**src/rtl/fetch_pc_ctrl.sv**
```systemverilog
// PC register and fetch control for the RV32I single-cycle core: RUN/HALT/ERROR sequencing,
// ECALL halt, misaligned-redirect trap and retire counter. Optional watchdog: FETCH_WATCHDOG_EN.
module fetch_pc_ctrl #(
   parameter logic [31:0] RESET_PC  = 32'h0000_0000,
   parameter int unsigned WDT_LIMIT = 1024
) (
   input  logic        CLK,
   input  logic        RST_N,
   input  logic        STALL,
   input  logic        REDIRECT,
   input  logic [31:0] REDIRECT_PC,
   input  logic        RESUME,
   input  logic [31:0] INSTR_IN,
   output logic [31:0] ADDR,
   output logic [31:0] PC_OUT,
   output logic [31:0] INSTR_OUT,
   output logic        VALID,
   output logic        HALTED,
   output logic        MISALIGN_ERR,
   output logic [31:0] ERR_PC,
`ifdef FETCH_WATCHDOG_EN
   output logic        WDT_TRIP,
`endif
   output logic [31:0] RETIRE_CNT
);

   typedef enum logic [1:0] {
      ST_RUN   = 2'd0,
      ST_HALT  = 2'd1,
      ST_ERROR = 2'd2
   } state_t;

   localparam logic [31:0] ECALL_WORD = 32'h0000_0073;
   localparam logic [31:0] NOP_WORD   = 32'h0000_0013;

   state_t      state, state_nxt;
   logic [31:0] pc, pc_nxt;
   logic [31:0] err_pc, err_pc_nxt;
   logic [31:0] retire_cnt, retire_cnt_nxt;
   logic        issue;
   logic        is_ecall;
   logic        target_misaligned;
   logic        wdt_expire;
   logic        resume_step;

   // Handshake: VALID qualifies INSTR_OUT/PC_OUT for the current cycle only; there is no ready.
   // STALL is the downstream back-pressure: it forces VALID low and freezes the PC.
   assign issue             = (state == ST_RUN) && !STALL;
   assign is_ecall          = (INSTR_IN == ECALL_WORD);
   assign target_misaligned = (REDIRECT_PC[1:0] != 2'b00);

`ifdef FETCH_WATCHDOG_EN
   localparam int unsigned    WDT_W       = $clog2(WDT_LIMIT + 1);
   localparam logic [WDT_W:0] WDT_LIMIT_V = (WDT_W + 1)'(WDT_LIMIT);

   logic [WDT_W-1:0] wdt_cnt, wdt_cnt_nxt;
   logic             wdt_trip, wdt_trip_nxt;

   assign wdt_expire = (state == ST_RUN) && STALL &&
                       (({1'b0, wdt_cnt} + 1'b1) >= WDT_LIMIT_V);
   // A watchdog halt retired nothing, so RESUME refetches the same PC.
   assign resume_step = !wdt_trip;

   always_comb begin
      wdt_cnt_nxt  = '0;
      wdt_trip_nxt = wdt_trip;
      if ((state == ST_RUN) && STALL && !wdt_expire) begin
         wdt_cnt_nxt = wdt_cnt + 1'b1;
      end
      if (wdt_expire) begin
         wdt_trip_nxt = 1'b1;
      end else if ((state == ST_HALT) && RESUME) begin
         wdt_trip_nxt = 1'b0;
      end
   end

   always_ff @(posedge CLK or negedge RST_N) begin
      if (!RST_N) begin
         wdt_cnt  <= '0;
         wdt_trip <= 1'b0;
      end else begin
         wdt_cnt  <= wdt_cnt_nxt;
         wdt_trip <= wdt_trip_nxt;
      end
   end

   assign WDT_TRIP = wdt_trip;
`else
   logic unused_wdt;

   assign wdt_expire  = 1'b0;
   assign resume_step = 1'b1;
   assign unused_wdt  = (WDT_LIMIT != 0);
`endif

   always_comb begin
      state_nxt      = state;
      pc_nxt         = pc;
      err_pc_nxt     = err_pc;
      retire_cnt_nxt = retire_cnt;
      case (state)
         ST_RUN: begin
            if (STALL) begin
               if (wdt_expire) begin
                  state_nxt = ST_HALT;
               end
            end else if (is_ecall) begin
               // ECALL retires but parks the PC on itself.
               retire_cnt_nxt = retire_cnt + 32'd1;
               state_nxt      = ST_HALT;
            end else if (REDIRECT && target_misaligned) begin
               err_pc_nxt = REDIRECT_PC;
               state_nxt  = ST_ERROR;
            end else if (REDIRECT) begin
               pc_nxt         = REDIRECT_PC;
               retire_cnt_nxt = retire_cnt + 32'd1;
            end else begin
               pc_nxt         = pc + 32'd4;
               retire_cnt_nxt = retire_cnt + 32'd1;
            end
         end
         ST_HALT: begin
            if (RESUME) begin
               state_nxt = ST_RUN;
               if (resume_step) begin
                  pc_nxt = pc + 32'd4;
               end
            end
         end
         ST_ERROR: begin
            // Terminal until reset.
         end
         default: begin
            state_nxt = ST_ERROR;
         end
      endcase
   end

   always_ff @(posedge CLK or negedge RST_N) begin
      if (!RST_N) begin
         state      <= ST_RUN;
         pc         <= RESET_PC;
         err_pc     <= 32'h0000_0000;
         retire_cnt <= 32'h0000_0000;
      end else begin
         state      <= state_nxt;
         pc         <= pc_nxt;
         err_pc     <= err_pc_nxt;
         retire_cnt <= retire_cnt_nxt;
      end
   end

   assign ADDR         = pc;
   assign PC_OUT       = pc;
   assign VALID        = issue;
   assign INSTR_OUT    = issue ? INSTR_IN : NOP_WORD;
   assign HALTED       = (state == ST_HALT);
   assign MISALIGN_ERR = (state == ST_ERROR);
   assign ERR_PC       = err_pc;
   assign RETIRE_CNT   = retire_cnt;

endmodule

```
**config.mk**
```make
export PLATFORM = sky130hd
export DESIGN_NAME = fetch_pc_ctrl
export DESIGN_NICKNAME = d
export VERILOG_FILES = /design/src/rtl/fetch_pc_ctrl.sv
export SDC_FILE = /design/constraint.sdc
export NUM_CORES = 1
export LEC_CHECK = 0
export BUFFER_PORTS_ARGS = -buffer_cell sky130_fd_sc_hd__buf_2
export CAP_MARGIN = 20
export CORE_ASPECT_RATIO = 1.1
export CORE_MARGIN = 2
export CORE_UTILIZATION = 50
export CTS_BUF_LIST = sky130_fd_sc_hd__clkbuf_4 sky130_fd_sc_hd__clkbuf_8
export CTS_CLUSTER_DIAMETER = 100
export DETAILED_ROUTE_END_ITERATION = 6
export PLACE_DENSITY = 0.95
export SYNTH_ARGS = -nofsm -noshare
export SYNTH_HDL_FRONTEND = slang
export SYNTH_SLANG_ARGS = --single-unit
export TNS_END_PERCENT = 30
```
**constraint.sdc**
```tcl
create_clock -name CLK -period 3.05 [get_ports CLK]
set_clock_uncertainty 0.2 [all_clocks]
set_input_delay 0.61 -clock CLK [delete_from_list [all_inputs] [get_ports CLK]]
set_output_delay 0.61 -clock CLK [all_outputs]
set_load 0.05 [all_outputs]
```
# Word level (Yosys, flattened, before mapping)
# Index checks and enable logic that the tools add are counted.
# word_totals
register_bits	98
in_bits	69
output_inout_bits	163
word_cells	42
# classes
n_addsub	2
n_eq_ne	9
mux	14
bitwise_logic	3
reduce_logical	10
# ops
operator	n
2-to-1 mux 32 bit	8
one-hot mux 32 bit (2 select lines)	1
adder 32 x 1 -> 32 bit (second input constant)	1
adder 32 x 3 -> 32 bit (second input constant)	1
== test 32 x 7 -> 1 bit (second input constant)	1
!= test 2 bit (second input constant)	5
2-to-1 mux 2 bit	4
AND reduction 4 bit	2
one-hot mux 2 bit (3 select lines)	1
AND reduction 5 bit	1
nonzero test 2 bit	2
!= test 3 x 2 -> 1 bit (second input constant)	1
inverter 1 bit	3
AND reduction 3 bit	1
== test 2 x 1 -> 1 bit (second input constant)	1
== test 2 bit (second input constant)	1
logical AND 1 bit	2
logical NOT 2 bit	1
logical NOT 1 bit	1

# Logic depth before layout (Yosys ltp)
# depth
word_depth	6
mapped_depth	8
mapped_depth_nobuf	6

# Worst setup path before layout
# No wires, ideal clock.
# synth_path
kind	in2out
start	input port STALL
end	output port INSTR_OUT[22]
t_arrival_ps	2316
required_time_ps	2240
path_slack_ps	-76
stages	5
n_path_buf	2
path_cell_list	or3_1 inv_2 buf_2 clkbuf_1 and2_1
# synth_between
elab_chain_len	3
# synth_lines
element	line	source
start: declaration	9	input logic STALL,
logical NOT 1 bit	48	assign issue = (state == ST_RUN) && !STALL;
logical AND 1 bit	48	
named net VALID	17	output logic VALID,
2-to-1 mux 32 bit	156	assign INSTR_OUT = issue ? INSTR_IN : NOP_WORD;
end: declaration	16	output logic [31:0] INSTR_OUT,
# The timed path passes the listed nets, and every way through them passes these cells.

# Final worst setup path
# layout_path
start	register state[1]
end	output port INSTR_OUT[11]
# layout_between
elab_chain_len	3
# layout_lines
element	line	source
start: declaration	36	state_t state, state_nxt;
start signal: assignment	146	state <= state_nxt;
logical NOT 2 bit	48	
logical AND 1 bit	48	
2-to-1 mux 32 bit	156	
# No other way between the ends.

==> impl_results.md <==
* Status: finished clean
* Antenna cell count at 0
* Reg2reg start: state[1]
* Area leader, netlist: dfrtp_1
* CTS tree: yes
* CTS Buf Count at 9
* Commonest non-fill, non-tap cell in the layout: buf_2
* RSZ-0062 raised after global routing: false
* Core area at approximately 10000 um2
* Die Ht at 113 um
* First-pass GRT wire length at between 20000 and 25000 um
* CP Launch Point: state[1]
* DIE AREA at 11600 um2
* Top_reg_cell synth: dfrtp_1
* Max-Cap Viols at 0
* Slew margin rel. at 41.8%
* Yosys reg bits at 98
* Period utilisation layout at 94.7%
* Syn_area_per_cell at 9.76 um2
* DRC violations left at 0
* Final #Nets at a little over 800
* Cell row count at 39
* Most frequent cells in the layout: 230 x buf_2, 98 x dfrtp_1, 36 x nand2_1
* CTS clock-pin slew for the worst setup and hold paths at ~0.10 ns
* Leakage power at about 3.2 nW
* Number of global-route vias before repair at around 4.7k
* Async S/R FF share, synth at 100%
* Crit path required time at around 2.2 ns
* Via/cell ratio at roughly 5.6
* Die Width at about 100 um
* Fin cells at a little under 900
* Top Ports at roughly 230
* Top cell type's share of synthesized area at approximately 46%
* Pin count of the biggest net entering global routing at 55
* Yosys Warn Count at 0
* Total grt overflow at 0
* Post-detailed-route count of antenna-violating nets at 0
* Setup_tns at 0 ns
* R2r endpoint: ADDR[11]
* # Post-CTS Setup Buffers at 0
* R2r worst-path depth at 7
* Drt pass-1 iters at 5
* Syn nets at 620
* Post_cts resized at 0
* Post-synth EDFFs at 0
* Port buffer count at about 230
* Worst-margin pin slew at roughly 0.87 ns
* Crit path arrival time at approximately 2.1 ns
* Via Count at 5011
* Placed cell count at 871
* Final setup vio count at 0
* Top post-synthesis cells by area: dfrtp_1 46%, mux2_2 6.5%, xnor2_1 5.1%
* Initial Utilization at 51.6%
* Final min period at about 2.9 ns
* Synth cell types at 57
* Area Overhead vs Synth at 24.0%
* Share of cells above drive strength 1 at 40.6%
* Fill cell count at ~860
* DRT Wirelength at 14800 um
* Startpoint Class: flop
* Sequential-to-total area share from yosys stat at 45.8%
* Final Util at 63.9%
* Mapped Area at ~5400 um2
* Slew Viols, Final at 0
* WL per Instance at between 15 and 20 um
* Clk sinks at 98
* Worst-case vdd ir drop at about 0.00071 V
* RePlAce Congestion at a little under 0.9
* Clk buf depth at 2
* R2r setup slk at 0.44 ns
* Worst min path class: in2async
* Initial DRC Count at about 240
* Critical path capture point type: primary output
* Critical path class: reg2out
* Post-DP HPWL at roughly 11000 um
* Total GRT Usage at between 20% and 30%
* Initial antenna violation count at 0
* Hold Buf Count CTS at 0
* Clk Tree Root Cell: clkbuf_8
* CTS HTree Levels at 3
* Peak Freq at 346 MHz
* Final count of hold timing violations at 0
* Critical path fanouts, max at 18
* PwrDens at between 1000 and 1500 nW/um2
* Clk Latency, worst-skew pair at approximately 0.37 ns
* Syn Inst Count at around 550
-- layer usage --
layer / vias up / wire [um] / track usage [%]
met3: 27 / 1140 / 4.36
met2: 240 / 7320 / 40.6
met1: 2417 / 5990 / 33.2
li1: 2327 / - / -
met5: - / 0 / 0
met4: 0 / 334 / 10.0
-- cell type report --
cell class | count | area (um2) | area share, %
flip-flops and latches | 98 | 2450 | 36.9
clock buffers | 9 | 124 | 1.86
inverters | 8 | 30.0 | 0.452
clock inverters | 7 | 68.8 | 1.04
repair buffers | 244 | 1270 | 19.1
well taps | 143 | 179 | 2.69
multi-input cells | 378 | 2520 | 37.9
-- report_power, final --
part / switching [mW] / internal, mW / leakage [nW]
Sequential: 0.472 / 1.73 / 1.21
Combinational: 3.10 / 0.893 / 1.86
Clock: 0.464 / 0.378 / 0.0954
-- registers in the layout, summed over array words and instances, names as in the netlist --
signal	count
ADDR	32
ERR_PC	32
RETIRE_CNT	32
state	2
-- per-stage QoR --
| stage | setup slack, ns | power (mW) | hold WS [ns] | instance area (um2) |
|---|---|---|---|---|
| 6_report | 0.162 | 7.04 | 0.0352 | 6640 |
| 5_1_grt | 0.0321 | 7.37 | 0.0695 | 6640 |
| 4_1_cts | 0.160 | 7.06 | 0.0406 | 6640 |
| 3_5_place_dp | 0.182 | 6.22 | 0.261 | 6450 |
| 3_3_place_gp | 0.215 | 6.13 | 0.260 | 6450 |
| 2_1_floorplan | 0.190 | 5.46 | 0.114 | 5360 |
-- worst max-delay path, cell delays in order (launching register included) --
cell and delay, ns:
dfrtp_1 0.39, or3_1 0.45, inv_2 0.23, buf_4 0.24
and2_1 0.15, buf_2 0.26
-- synthesized netlist by cell type (3+ instances only) --
library cell and number:
a21oi_1 33, a22oi_1 3, a2bb2oi_1 3, a31oi_1 7
and2_1 33, and3_1 14, and4_1 6, buf_2 10
buf_4 32, clkbuf_1 22, dfrtp_1 98, inv_1 7
mux2_2 31, nand2_1 37, nand2b_1 6, nand3_1 25
nand4_1 29, nor2_1 21, nor3_1 7, nor4_1 10
o21a_1 4, o21ai_0 17, o21ai_1 3, o22a_1 4
o22ai_1 6, o31ai_1 6, or3_1 7, xnor2_1 31
-- logic make-up after synthesis --
| logic type | count (synthesis) | share of synthesized area (%) |
|---|---|---|
| AO/OA/AOI/OAI | 105 | 12.6 |
| XOR/XNOR | 31 | 5.07 |
| adder cells (fa/ha/maj) | 2 | 0.467 |
| buffers and inverters | 73 | 7.61 |
| flip-flops | 98 | 45.8 |
| multiplexers | 33 | 6.93 |
| AND/OR/NAND/NOR | 207 | 21.6 |
-- how the worst max path moves through the flow --
stage                         end  cells after the start  slack (ns)
CTS                 INSTR_OUT[11]                      5        0.16
floorplan           INSTR_OUT[10]                      6        0.19
global route        INSTR_OUT[30]                      5        0.03
detailed placement       ADDR[11]                      8        0.18
global placement        ERR_PC[4]                      7        0.21
finish              INSTR_OUT[11]                      5        0.16
Note: power is estimated with default switching activity, not from simulation.
